$ cat config.mk
export PLATFORM = sky130hd
export DESIGN_NAME = hazard_stall_ctrl
export DESIGN_NICKNAME = d
export VERILOG_FILES = /design/src/rtl/hazard_stall_ctrl.sv
export SDC_FILE = /design/constraint.sdc
export NUM_CORES = 1
export LEC_CHECK = 0
export CAP_MARGIN = 5
export CORE_MARGIN = 5
export CORE_UTILIZATION = 43
export DETAILED_ROUTE_END_ITERATION = 10
export PLACE_DENSITY = 0.84
export SLEW_MARGIN = 10
export SYNTH_ARGS = -nofsm -noshare
export SYNTH_HDL_FRONTEND = slang
export SYNTH_SLANG_ARGS = --single-unit
$ cat constraint.sdc
create_clock -name clk_i -period 3.2 [get_ports clk_i]
set_input_delay 0.8 -clock clk_i [delete_from_list [all_inputs] [get_ports clk_i]]
set_output_delay 0.8 -clock clk_i [all_outputs]
set_load 0.005 [all_outputs]
$ cat src/rtl/hazard_stall_ctrl.sv
// Pipeline stall/flush controller covering load-use, data-memory wait and taken-branch hazards.
// Control outputs decode combinationally from FSM state and hazard inputs; perf counters saturate.
module hazard_stall_ctrl #(
  parameter int MAX_WAIT = 64,
  parameter int WAIT_W   = 7,
  parameter int CNT_W    = 16
) (
  input  logic             clk_i,
  input  logic             rst_i,
  input  logic             ID_EX_MemRead,
  input  logic [4:0]       ID_EX_RegisterRt,
  input  logic [4:0]       IF_ID_RegisterRs,
  input  logic [4:0]       IF_ID_RegisterRt,
  input  logic             Branch_Taken,
  input  logic             EX_MEM_MemAccess,
  input  logic             mem_ack_i,
  output logic             PC_Write,
  output logic             IF_ID_Write,
  output logic             IF_ID_Flush,
  output logic             ID_EX_Bubble,
  output logic             Pipe_Stall,
  output logic             mem_timeout_o,
  output logic [CNT_W-1:0] stall_cycles_o,
  output logic [CNT_W-1:0] flush_count_o
);

  localparam logic [WAIT_W-1:0] MaxWaitCnt = WAIT_W'(MAX_WAIT);

  typedef enum logic [1:0] {RUN, MEM_WAIT, ERROR} stateT;

  stateT             stateReg, stateNext;
  logic [WAIT_W-1:0] waitCntReg, waitCntNext;
  logic              timeoutReg, timeoutNext;
  logic              memWait, loadUse, freeze;

  assign memWait = EX_MEM_MemAccess & ~mem_ack_i;
  assign loadUse = ID_EX_MemRead & (ID_EX_RegisterRt != 5'd0) &
                   ((ID_EX_RegisterRt == IF_ID_RegisterRs) | (ID_EX_RegisterRt == IF_ID_RegisterRt));

  always_ff @(posedge clk_i) begin
    if (rst_i) begin
      stateReg   <= RUN;
      waitCntReg <= '0;
      timeoutReg <= 1'b0;
    end else begin
      stateReg   <= stateNext;
      waitCntReg <= waitCntNext;
      timeoutReg <= timeoutNext;
    end
  end

  always_comb begin
    stateNext   = stateReg;
    waitCntNext = waitCntReg;
    timeoutNext = timeoutReg;
    case (stateReg)
      RUN: begin
        if (memWait) begin
          stateNext   = MEM_WAIT;
          waitCntNext = WAIT_W'(1);
        end
      end
      MEM_WAIT: begin
        // An ack arriving on the timeout cycle still completes the access.
        if (mem_ack_i) begin
          stateNext   = RUN;
          waitCntNext = '0;
        end else if (waitCntReg >= MaxWaitCnt) begin
          stateNext   = ERROR;
          timeoutNext = 1'b1;
        end else begin
          waitCntNext = waitCntReg + WAIT_W'(1);
        end
      end
      ERROR:   stateNext = ERROR;
      default: stateNext = RUN;
    endcase
  end

  assign freeze = (stateReg == ERROR) | ((stateReg == MEM_WAIT) & ~mem_ack_i) |
                  ((stateReg == RUN) & memWait);

  always_comb begin
    PC_Write     = 1'b1;
    IF_ID_Write  = 1'b1;
    IF_ID_Flush  = 1'b0;
    ID_EX_Bubble = 1'b0;
    Pipe_Stall   = 1'b0;
    if (!rst_i) begin
      if (freeze) begin
        PC_Write    = 1'b0;
        IF_ID_Write = 1'b0;
        Pipe_Stall  = 1'b1;
      end else if (loadUse) begin
        PC_Write     = 1'b0;
        IF_ID_Write  = 1'b0;
        ID_EX_Bubble = 1'b1;
      end else if (Branch_Taken) begin
        IF_ID_Flush = 1'b1;
      end
    end
  end

  assign mem_timeout_o = timeoutReg;

  // Index 0 counts stalled-PC cycles, index 1 counts flush pulses.
  logic [1:0] cntInc;
  assign cntInc = {IF_ID_Flush, ~PC_Write} & {2{~rst_i}};

  genvar gi;
  generate
    for (gi = 0; gi < 2; gi++) begin : gPerf
      logic [CNT_W-1:0] cntReg;
      always_ff @(posedge clk_i) begin
        if (rst_i) begin
          cntReg <= '0;
        end else if (cntInc[gi] && (cntReg != {CNT_W{1'b1}})) begin
          cntReg <= cntReg + CNT_W'(1);
        end
      end
    end
  endgenerate

  assign stall_cycles_o = gPerf[0].cntReg;
  assign flush_count_o  = gPerf[1].cntReg;

endmodule

* Yosys cells after proc, flatten, opt, wreduce, memory -nomap -nowiden *
Index checks and enable logic that the tools add are counted.

cells by class
  equality and inequality tests = 9
  reduce and logical (&&, ||, !) cells = 8
  add/sub/neg operators = 3
  $lt $le $gt $ge = 1
  bitwise logic cells = 12
  mux-type cells = 20

operators with widths
  kind                                                      number
  adder 16 x 1 -> 16 bit, second input constant             2
  inequality test 16 bit, second input constant             2
  two-way mux 7 bit                                         3
  case mux 7 bit (2 select lines)                           1
  two-way mux 1 bit                                         12
  == test 5 bit                                             2
  adder 7 x 1 -> 7 bit, second input constant               1
  greater-or-equal comparator 7 bit, second input constant  1
  two-way mux 2 bit                                         3
  inequality test 3 bit, second input constant              2
  case mux 2 bit (3 select lines)                           1
  AND reduction 3 bit                                       2
  AND 1 bit                                                 5
  nonzero test 5 bit                                        1
  inverter 1 bit                                            3
  OR 1 bit                                                  3
  AND 2 bit                                                 1
  == test 2 x 1 -> 1 bit, second input constant             1
  == test 2 bit, second input constant                      1
  logical AND 1 bit                                         2
  logical NOT 2 bit                                         1
  inequality test 2 bit, second input constant              1
  AND reduction 2 bit                                       1
  nonzero test 2 bit                                        1

storage, ports and cells
  bits in registers = 42
  output and inout port bits = 38
  logic and storage cells = 58

* Depth between registers and ports, before layout *
Gate-level depths: netlist (run 1).

  depth in word-level cells = 9
  gate-level depth with buffers = 8
  depth with buffers taken out = 7

* Worst setup path before layout (run 1) *
Ideal clock, no wire load.

  kind = input port to output port
  from = input ID_EX_RegisterRt[1]
  to = output PC_Write
  cell stages on the path = 5
  arrival time = 2115 ps
  buffers on the path = 1
  setup slack = 285 ps
  cells stage by stage = or4_4 -> o21a_4 -> and2_1 -> o21ai_0 -> buf_4

on the way
  word-level cells in the longest chain between the ends = 6
  elaborated cells on any way between the ends = 9

ends and longest elaborated chain
  element                                              RTL line  text
  start, declared                                      11        input logic [4:0] ID_EX_RegisterRt,
  == test 5 bit or nonzero test 5 bit (tied branches)  38, 37
  OR 1 bit or AND 1 bit (tied branches)                38, 37
  AND 1 bit *                                          37        assign loadUse = ID_EX_MemRead & (ID_EX_RegisterRt != 5'd0) &
  two-way mux 1 bit * (3 in series)                    --
  end, declared                                        17        output logic PC_Write,

Every way passes the cells marked *; elsewhere a longest branch is shown, timed or not.

* Worst setup path after layout (run 1) *
  from = input ID_EX_RegisterRt[1]
  to = output PC_Write

on the way
  word-level cells in the longest chain between the ends = 6
  elaborated cells on any way between the ends = 9

ends and longest elaborated chain
  element                                              RTL line  text
  == test 5 bit or nonzero test 5 bit (tied branches)  38, 37
  OR 1 bit or AND 1 bit (tied branches)                38, 37
  AND 1 bit *                                          37
  two-way mux 1 bit *                                  94        end else if (loadUse) begin
  two-way mux 1 bit *                                  90        if (freeze) begin
  two-way mux 1 bit *                                  89        if (!rst_i) begin

Marks and branches as above.

==> results of run 1 <==
==> power by group through the flow <==
stage                     clock, mW  combinational [mW]  sequential (mW)
after floorplan                   0              0.0626            0.547
after global placement            0               0.137            0.549
after detailed placement          0               0.140            0.549
after CTS                     0.372               0.139            0.537
after global routing          0.389               0.151            0.538
final                         0.363               0.139            0.537
==> cell usage after synthesis, types with 2 or more instances <==
| cell | count |
|---|---|
| sky130_fd_sc_hd__a31oi_1 | 3 |
| sky130_fd_sc_hd__and3_1 | 4 |
| sky130_fd_sc_hd__inv_1 | 8 |
| sky130_fd_sc_hd__nor3_1 | 5 |
| sky130_fd_sc_hd__dfxtp_1 | 42 |
| sky130_fd_sc_hd__nor4_1 | 3 |
| sky130_fd_sc_hd__clkbuf_1 | 4 |
| sky130_fd_sc_hd__or2_2 | 4 |
| sky130_fd_sc_hd__nand3_1 | 18 |
| sky130_fd_sc_hd__xor2_1 | 3 |
| sky130_fd_sc_hd__nor2_1 | 27 |
| sky130_fd_sc_hd__xnor2_1 | 11 |
| sky130_fd_sc_hd__nand3b_1 | 2 |
| sky130_fd_sc_hd__mux2i_1 | 5 |
| sky130_fd_sc_hd__nand4_1 | 9 |
| sky130_fd_sc_hd__a21o_1 | 2 |
| sky130_fd_sc_hd__a21oi_1 | 31 |
| sky130_fd_sc_hd__or3_1 | 15 |
| sky130_fd_sc_hd__nand2_1 | 21 |
| sky130_fd_sc_hd__o21ai_0 | 19 |
| sky130_fd_sc_hd__buf_2 | 2 |
| sky130_fd_sc_hd__or4_1 | 6 |
| sky130_fd_sc_hd__ha_1 | 3 |
| sky130_fd_sc_hd__o31ai_1 | 5 |
| sky130_fd_sc_hd__a211oi_1 | 3 |
==> per-layer routing <==
layer,share of wire [%],GRT usage [%]
met1,45,22.5
met2,49,31.5
met5,0,0
met4,0.98,4.82
met3,5.6,4.17
==> worst max path at each step <==
stage | endpoint | slack (ns) | depth (start not counted)
final | PC_Write | 0.05 | 6
after global routing | PC_Write | 0.004 | 6
after CTS | IF_ID_Flush | 0.01 | 7
after detailed placement | PC_Write | -0.60 | 6
after global placement | PC_Write | -0.48 | 6
after floorplan | PC_Write | 0.28 | 5
==> per-stage QoR <==
| stage | power (mW) | setup WS (ns) |
|---|---|---|
| floorplan | 0.609 | 0.285 |
| global placement | 0.685 | -0.479 |
| detailed placement | 0.689 | -0.596 |
| CTS | 1.05 | 0.0143 |
| global route | 1.08 | 0.00364 |
| finish | 1.04 | 0.0546 |
==> registers in the layout (all words and copies together), names as in the netlist <==
signal          flops
waitCntReg          7
stateReg            2
stall_cycles_o     16
flush_count_o      16
mem_timeout_o       1
==> worst max-delay path: cells and delay by family <==
kind,cells,cell delay [ns]
simple gates,2,0.71
buf+inv,2,0.46
compound gates,2,0.36
==> cells by family (layout without fill, tap and decap cells) <==
family | count (synthesis) | count (layout)
compound gates | 79 | 79
xor+xnor | 14 | 14
simple gates | 119 | 119
fa+ha+maj | 3 | 3
flops | 42 | 42
mux | 5 | 5
buf+inv | 17 | 97
==> final cells by class <==
class,instances,area [µm²]
Fill cell,454,1940
Sequential cell,42,841
Inverter,8,30.0
Clock inverter,2,12.5
Timing Repair Buffer,81,761
Tap cell,70,87.6
Clock buffer,6,82.6
Multi-Input combinational cell,220,1320
==> what timing repair did <==
item                       4_1_cts  5_1_grt
setup endpoints to repair        4        5
gates resized for setup         14        4
pin swaps                        2        3
==> PnR_summary.wiki, run 1 <==
{| class="wikitable"
! Metric !! Value
|-
| Status || finished clean
|-
| CP max stage cell || sky130_fd_sc_hd__or4_4
|-
| Insertion delay to the later sink of the worst-skew pair || 0.30 ns
|-
| Worst setup EP type || output pin
|-
| Number of synthesized register bits || 42
|-
| Core Rows || 26
|-
| DIE AREA || 6730 µm²
|-
| Count of cell types in the netlist || 49
|-
| Total number of vias || 2381
|-
| RePlAce Congestion || 0.794
|-
| Post-synth design cell area || 2230 µm²
|-
| Adder-Cell Fraction of Synth Area || 1.68%
|-
| Global-route wire length before repair || 9750 µm
|-
| Part of the total power dissipated in sequential elements || 51.7%
|-
| Count of endpoints failing setup in the final report || 0
|-
| Biggest fanout along the worst timing path || 2
|-
| Tightest Hold Check Type || register to register
|-
| Nets in the synthesized netlist || 303
|-
| Launch instance of the worst min-delay path || mem_timeout_o$_SDFFE_PP0P_
|-
| DRC violations left || 0
|-
| Final HPWL DP || 4520 µm
|-
| Instance area after placement || 3040 µm²
|-
| Internal || 0.778 mW
|-
| Aggregate global-route resource usage || 18.2%
|-
| Upper clock frequency limit || 318 MHz
|-
| Worst r2r path cells || 8
|-
| Overall die width || 82.0 µm
|-
| Pins Over Slew Limit || 0
|-
| Clk sinks || 42
|-
| Cell at the root of the clock tree || sky130_fd_sc_hd__clkbuf_8
|-
| Xor and xnor area share after synthesis || 5.50%
|-
| Final routed wire length divided by cell count || 13.8 µm
|-
| Count of hold buffers inserted by post-cts repair || 0
|-
| Data required time of the critical path || 2.40 ns
|-
| Count of flip-flops with a built-in enable after synthesis || 0
|-
| Cell count after synthesis || 279
|-
| Total congestion overflow || 0
|-
| Leading cell types in the layout, fill and taps excluded || sky130_fd_sc_hd__clkdlybuf4s50_1, sky130_fd_sc_hd__dfxtp_1, sky130_fd_sc_hd__a21oi_1, sky130_fd_sc_hd__nor2_1
|-
| ANT cells || 0
|-
| Worst vdd ir || 210 µV
|-
| Slew @ Worst Pin || 0.684 ns
|-
| RSZ-0062 raised after global routing || no
|-
| Fraction of registers with async set or reset after synthesis || 0%
|-
| PD cells || 331 nW/µm²
|-
| Port Buf Inserts || 58
|-
| RR Endpoint || stall_cycles_o[1]$_SDFFE_PP0P_
|-
| Level count of the clock H-tree || 2
|-
| Critical path startpoint category || input pin
|-
| Clock transition time at the flip-flop clock pins of the worst setup and hold paths || 0.08 ns
|-
| Min-Delay Endpoint || mem_timeout_o$_SDFFE_PP0P_
|-
| Final clock skew || 0.00318 ns
|-
| Share of cell area taken by muxes after synthesis || 2.24%
|-
| Antenna violation net count after detailed routing || 0
|-
| Crit Path Class || input pin to output pin
|-
| Predominant post-synthesis flop cell || sky130_fd_sc_hd__dfxtp_1
|-
| Post-synthesis average cell area || 8.00 µm²
|-
| DRT Wirelength || 5940 µm
|-
| CTS tree || done
|-
| Count of placed standard cells including taps || 421
|-
| Most frequent standard cell in the layout excluding fill and tap cells || sky130_fd_sc_hd__clkdlybuf4s50_1
|-
| Core utilization of the finished layout || 61.7%
|-
| Most area-consuming cells after synthesis || sky130_fd_sc_hd__dfxtp_1, sky130_fd_sc_hd__a21oi_1, sky130_fd_sc_hd__nor2_1
|-
| Syn. warnings || 0
|-
| Number of global-route vias before repair || 2241
|-
| Net Switching || 0.260 mW
|-
| Source of the worst register-to-register timing path || stall_cycles_o[0]$_SDFFE_PP0P_
|-
| Final worst-path cycle share || 98.3%
|-
| Min Hold Slack || 0.450 ns
|-
| Number of antenna violations at the first check in global routing || 0
|-
| Final cell count without fillers || 429
|-
| Comb power frac || 13.4%
|-
| Height of the die || 82.0 µm
|-
| Max-cap violations || 0
|-
| Synth Area in Compound Gates || 22.0%
|-
| Effective utilization at floorplan || 44.0%
|-
| Worst slew margin || 54.0%
|-
| Fin area || 3130 µm²
|-
| Launching instance or port of the critical path || ID_EX_RegisterRt[1]
|-
| Pin count of the biggest net entering global routing || 28
|-
| Clock Power Share || 34.9%
|-
| CP max stage delay || 0.54 ns
|-
| Ordered list of cells on the worst path || dlygate4sd2_1 > or4_4 > o21a_4 > and2_1 > o21ai_2 > clkdlybuf4s15_1
|-
| Final-report hold violation count || 0
|-
| Count of boundary I/O pins || 59
|-
| Post-synthesis share of cell area spent on and, or, nand and nor gates || 27.4%
|-
| Switch share || 25.0%
|-
| Setup bufs post-CTS || 0
|-
| Number of cells traversed by the worst hold path || 2
|-
| Cell type contributing the most total cell area after synthesis || sky130_fd_sc_hd__dfxtp_1
|-
| Ratio of cells with drive above 1 in the final layout || 12.0%
|-
| Total clock buffers created by CTS || 5
|-
| Sequential-to-total area share from yosys stat || 37.7%
|-
| Core area || 5070 µm²
|-
| Setup TNS || 0 ns
|-
| Reg2Reg Setup Slack || 1.00 ns
|-
| Vias/cell || 5.55
|-
| Drt pass-1 iters || 4
|-
| Layout area overhead || 40.4%
|-
| DRC marker count from the first detailed-route iteration || 214
|-
| Arrival time of the worst setup path || 2.35 ns
|-
| Worst-case clock buffer depth || 2
|-
| Main combinational cell family by area after synthesis || simple AND/OR/NAND/NOR gates
|-
| Nets@finish || 382
|-
| Leakage Power || 1.08 nW
|-
| Final critical-path required period || 3.15 ns
|-
| Yosys top cell area share || 37.7%
|}
(Power assumes the default switching activity.)
==> run 2, diff against run 1 <==
CELL_PAD_IN_SITES_DETAIL_PLACEMENT = 0   (was unset)
CELL_PAD_IN_SITES_GLOBAL_PLACEMENT = 2   (was unset)
CORE_MARGIN = unset   (was 5)
CORE_UTILIZATION = 27   (was 43)
PLACE_DENSITY = 0.9   (was 0.84)
==> run 2 against run 1 <==
Against the previous run:
- clock power hardly changed
- combinational power about the same
- die area up 28%
- first-iteration DRC count is 57% lower
- clock skew up 0.0039 ns
- critical path type unchanged
- largest cell class unchanged
- highest routed layer unchanged
==> PnR_summary.wiki, run 2 (synthesis results as in run 1) <==
{| class="wikitable"
! Metric !! Value
|-
| CP max stage cell || sky130_fd_sc_hd__or4_4
|-
| CTS tree || done
|-
| Final critical-path required period || 3.15 ns (+0.00281 ns)
|-
| Ordered list of cells on the worst path || dlygate4sd2_1 > or4_4 > o21a_4 > buf_6 > and3_1 > dlygate4sd2_1
|-
| Switch share || 25.3% (+0.25 points)
|-
| Min Hold Slack || 0.452 ns (+0.00219 ns)
|-
| Met2 Use GR || 25.2% (-6.3 points)
|-
| Crit Path Class || input pin to output pin
|-
| Final-report hold violation count || 0 (unchanged)
|-
| Setup bufs post-CTS || 0 (unchanged)
|-
| Max-cap violations || 0 (unchanged)
|-
| Ratio of cells with drive above 1 in the final layout || 12.7% (+0.76 points)
|-
| Worst setup EP type || output pin
|-
| RR Endpoint || flush_count_o[2]$_SDFFE_PP0P_
|-
| Internal || 0.777 mW (-0.11%)
|-
| DRC marker count from the first detailed-route iteration || 91 (-57%)
|-
| DRC violations left || 0 (unchanged)
|-
| Net Switching || 0.263 mW (+1.2%)
|-
| Count of boundary I/O pins || 59 (unchanged)
|-
| Worst slew margin || 55.8% (+1.8 points)
|-
| Pins Over Slew Limit || 0 (unchanged)
|-
| Data required time of the critical path || 2.40 ns (about the same)
|-
| Buffers & Inverters on Critical Path || 3 (+1)
|-
| Status || finished clean
|-
| Arrival time of the worst setup path || 2.35 ns (about the same)
|-
| Power after layout || 1.04 mW (+0.22%)
|-
| PD cells || 327 nW/µm² (-1.4%)
|-
| Core area || 7850 µm² (+55%)
|-
| Total number of vias || 2314 (-2.8%)
|-
| Drt pass-1 iters || 4 (unchanged)
|-
| Number of antenna violations at the first check in global routing || 0 (unchanged)
|-
| ANT cells || 0 (unchanged)
|-
| DRT Wirelength || 6140 µm (+3.4%)
|-
| Core Rows || 32 (+23%)
|-
| Part of the total power dissipated in sequential elements || 51.6% (about the same)
|-
| Global-route wire length before repair || 10300 µm (+5.2%)
|-
| Aggregate global-route resource usage || 14.7% (-3.5 points)
|-
| Critical path startpoint category || input pin
|-
| RSZ-0062 raised after global routing || no
|-
| Final HPWL DP || 4470 µm (-0.94%)
|-
| Final worst-path cycle share || 98.4% (about the same)
|-
| Leakage Power || 1.08 nW (+0.69%)
|-
| Reg2Reg Setup Slack || 0.94 ns (-0.06 ns)
|-
| Final routed wire length divided by cell count || 13.3 µm (-4.2%)
|-
| Leading cell types in the layout, fill and taps excluded || sky130_fd_sc_hd__clkdlybuf4s50_1, sky130_fd_sc_hd__dfxtp_1, sky130_fd_sc_hd__a21oi_1, sky130_fd_sc_hd__nor2_1, sky130_fd_sc_hd__buf_4
|-
| Layout area overhead || 42.8%
|-
| Clock Power Share || 35.0% (about the same)
|-
| Cell at the root of the clock tree || sky130_fd_sc_hd__clkbuf_8
|-
| Top Family by Delay on Critical Path || simple AND/OR/NAND/NOR gates
|-
| Min-Delay Endpoint || mem_timeout_o$_SDFFE_PP0P_
|-
| Core utilization of the finished layout || 40.6% (-21 points)
|-
| Clk sinks || 42 (unchanged)
|-
| Clock transition time at the flip-flop clock pins of the worst setup and hold paths || 0.08 ns (about the same)
|-
| CP max stage delay || 0.54 ns (about the same)
|-
| Height of the die || 92.9 µm (+13%)
|-
| Nets@finish || 384 (+0.52%)
|-
| Worst r2r path cells || 7 (-1)
|-
| Overall die width || 92.9 µm (+13%)
|-
| Worst-case clock buffer depth || 2 (unchanged)
|-
| Worst vdd ir || 159 µV (-24%)
|-
| Most frequent standard cell in the layout excluding fill and tap cells || sky130_fd_sc_hd__clkdlybuf4s50_1
|-
| Crit. path cell count || 6 (unchanged)
|-
| Total clock buffers created by CTS || 5 (unchanged)
|-
| Final worst slack || 0.0518 ns (-0.00281 ns)
|-
| Biggest fanout along the worst timing path || 6 (+4)
|-
| Setup TNS || 0 ns (unchanged)
|-
| GRT met1 Usage || 18.6% (-3.9 points)
|-
| Number of global-route vias before repair || 2214 (-1.2%)
|-
| Effective utilization at floorplan || 28.4% (-16 points)
|-
| RePlAce Congestion || 0.741 (-6.7%)
|-
| Tightest Hold Check Type || register to register
|-
| Launch instance of the worst min-delay path || mem_timeout_o$_SDFFE_PP0P_
|-
| Port Buf Inserts || 58 (unchanged)
|-
| Dpl ws || -0.567 ns (+0.0284 ns)
|-
| DIE AREA || 8630 µm² (+28%)
|-
| Level count of the clock H-tree || 2 (unchanged)
|-
| Comb power frac || 13.4% (about the same)
|-
| Count of endpoints failing setup in the final report || 0 (unchanged)
|-
| Number of cells traversed by the worst hold path || 2 (unchanged)
|-
| Antenna violation net count after detailed routing || 0 (unchanged)
|-
| Vias/cell || 5.00 (-10%)
|-
| Pin count of the biggest net entering global routing || 31 (+11%)
|-
| CP dominant cell by count || sky130_fd_sc_hd__dlygate4sd2_1
|-
| Met3 track utilization from global routing || 3.69% (-0.47 points)
|-
| Total congestion overflow || 0 (unchanged)
|-
| Upper clock frequency limit || 318 MHz (about the same)
|-
| Count of hold buffers inserted by post-cts repair || 0 (unchanged)
|-
| Fillcell total || 833 (+83%)
|-
| Slew @ Worst Pin || 0.658 ns (-0.0267 ns)
|-
| Busiest metal layer after global routing || met2
|-
| Source of the worst register-to-register timing path || flush_count_o[9]$_SDFFE_PP0P_
|-
| Final clock skew || 0.00706 ns (+0.00388 ns)
|-
| Insertion delay to the later sink of the worst-skew pair || 0.29 ns (about the same)
|}
==> run 2: tightest hold or removal path: stages (launching register included) <==
cell	delay [ns]
sky130_fd_sc_hd__dfxtp_1	0.32
sky130_fd_sc_hd__inv_1	0.05
sky130_fd_sc_hd__a21oi_1	0.05
==> run 2: power groups by stage <==
stage / Combinational, mW / Clock (mW) / Sequential, mW
after floorplan: 0.0626 / 0 / 0.547
after detailed placement: 0.140 / 0 / 0.549
after global placement: 0.139 / 0 / 0.549
final: 0.139 / 0.364 / 0.537
after global routing: 0.153 / 0.402 / 0.538
after CTS: 0.140 / 0.379 / 0.537
==> run 2: how the worst max path moves through the flow <==
stage / from / endpoint / slack (ns)
6_report: ID_EX_RegisterRt[4] / ID_EX_Bubble / 0.05
5_1_grt: ID_EX_RegisterRt[4] / IF_ID_Write / 0.01
4_1_cts: ID_EX_RegisterRt[0] / IF_ID_Flush / 0.02
3_5_place_dp: ID_EX_RegisterRt[1] / PC_Write / -0.57
3_3_place_gp: ID_EX_RegisterRt[1] / IF_ID_Write / -0.49
2_1_floorplan: ID_EX_RegisterRt[1] / PC_Write / 0.28
==> run 2: layout make-up <==
class | instances | area [µm²] | share of cell area (%)
Tap cell | 102 | 128 | 4.01
Inverter | 8 | 30.0 | 0.943
Clock buffer | 6 | 82.6 | 2.59
Multi-Input combinational cell | 220 | 1330 | 41.8
Clock inverter | 2 | 12.5 | 0.393
Timing Repair Buffer | 83 | 762 | 23.9
Sequential cell | 42 | 841 | 26.4
==> run 2: stage by stage <==
stage          cells  cell area [µm²]
2_1_floorplan    279             2230
3_3_place_gp     455             3080
3_5_place_dp     455             3080
4_1_cts          463             3180
5_1_grt          463             3190
6_report         463             3190
==> run 2: timing repair <==
action | CTS | global route
cloned | 0 | 0
setup endpoints to repair | 5 | 5
pin swaps | 2 | 1
resized for setup | 14 | 4
==> run 2: metal layers <==
| layer | vias up | share of wire [%] |
|---|---|---|
| li1 | 1193 | - |
| met1 | 1065 | 48 |
| met2 | 52 | 47 |
| met3 | 4 | 4.9 |
| met4 | 0 | 0.54 |
| met5 | - | 0 |
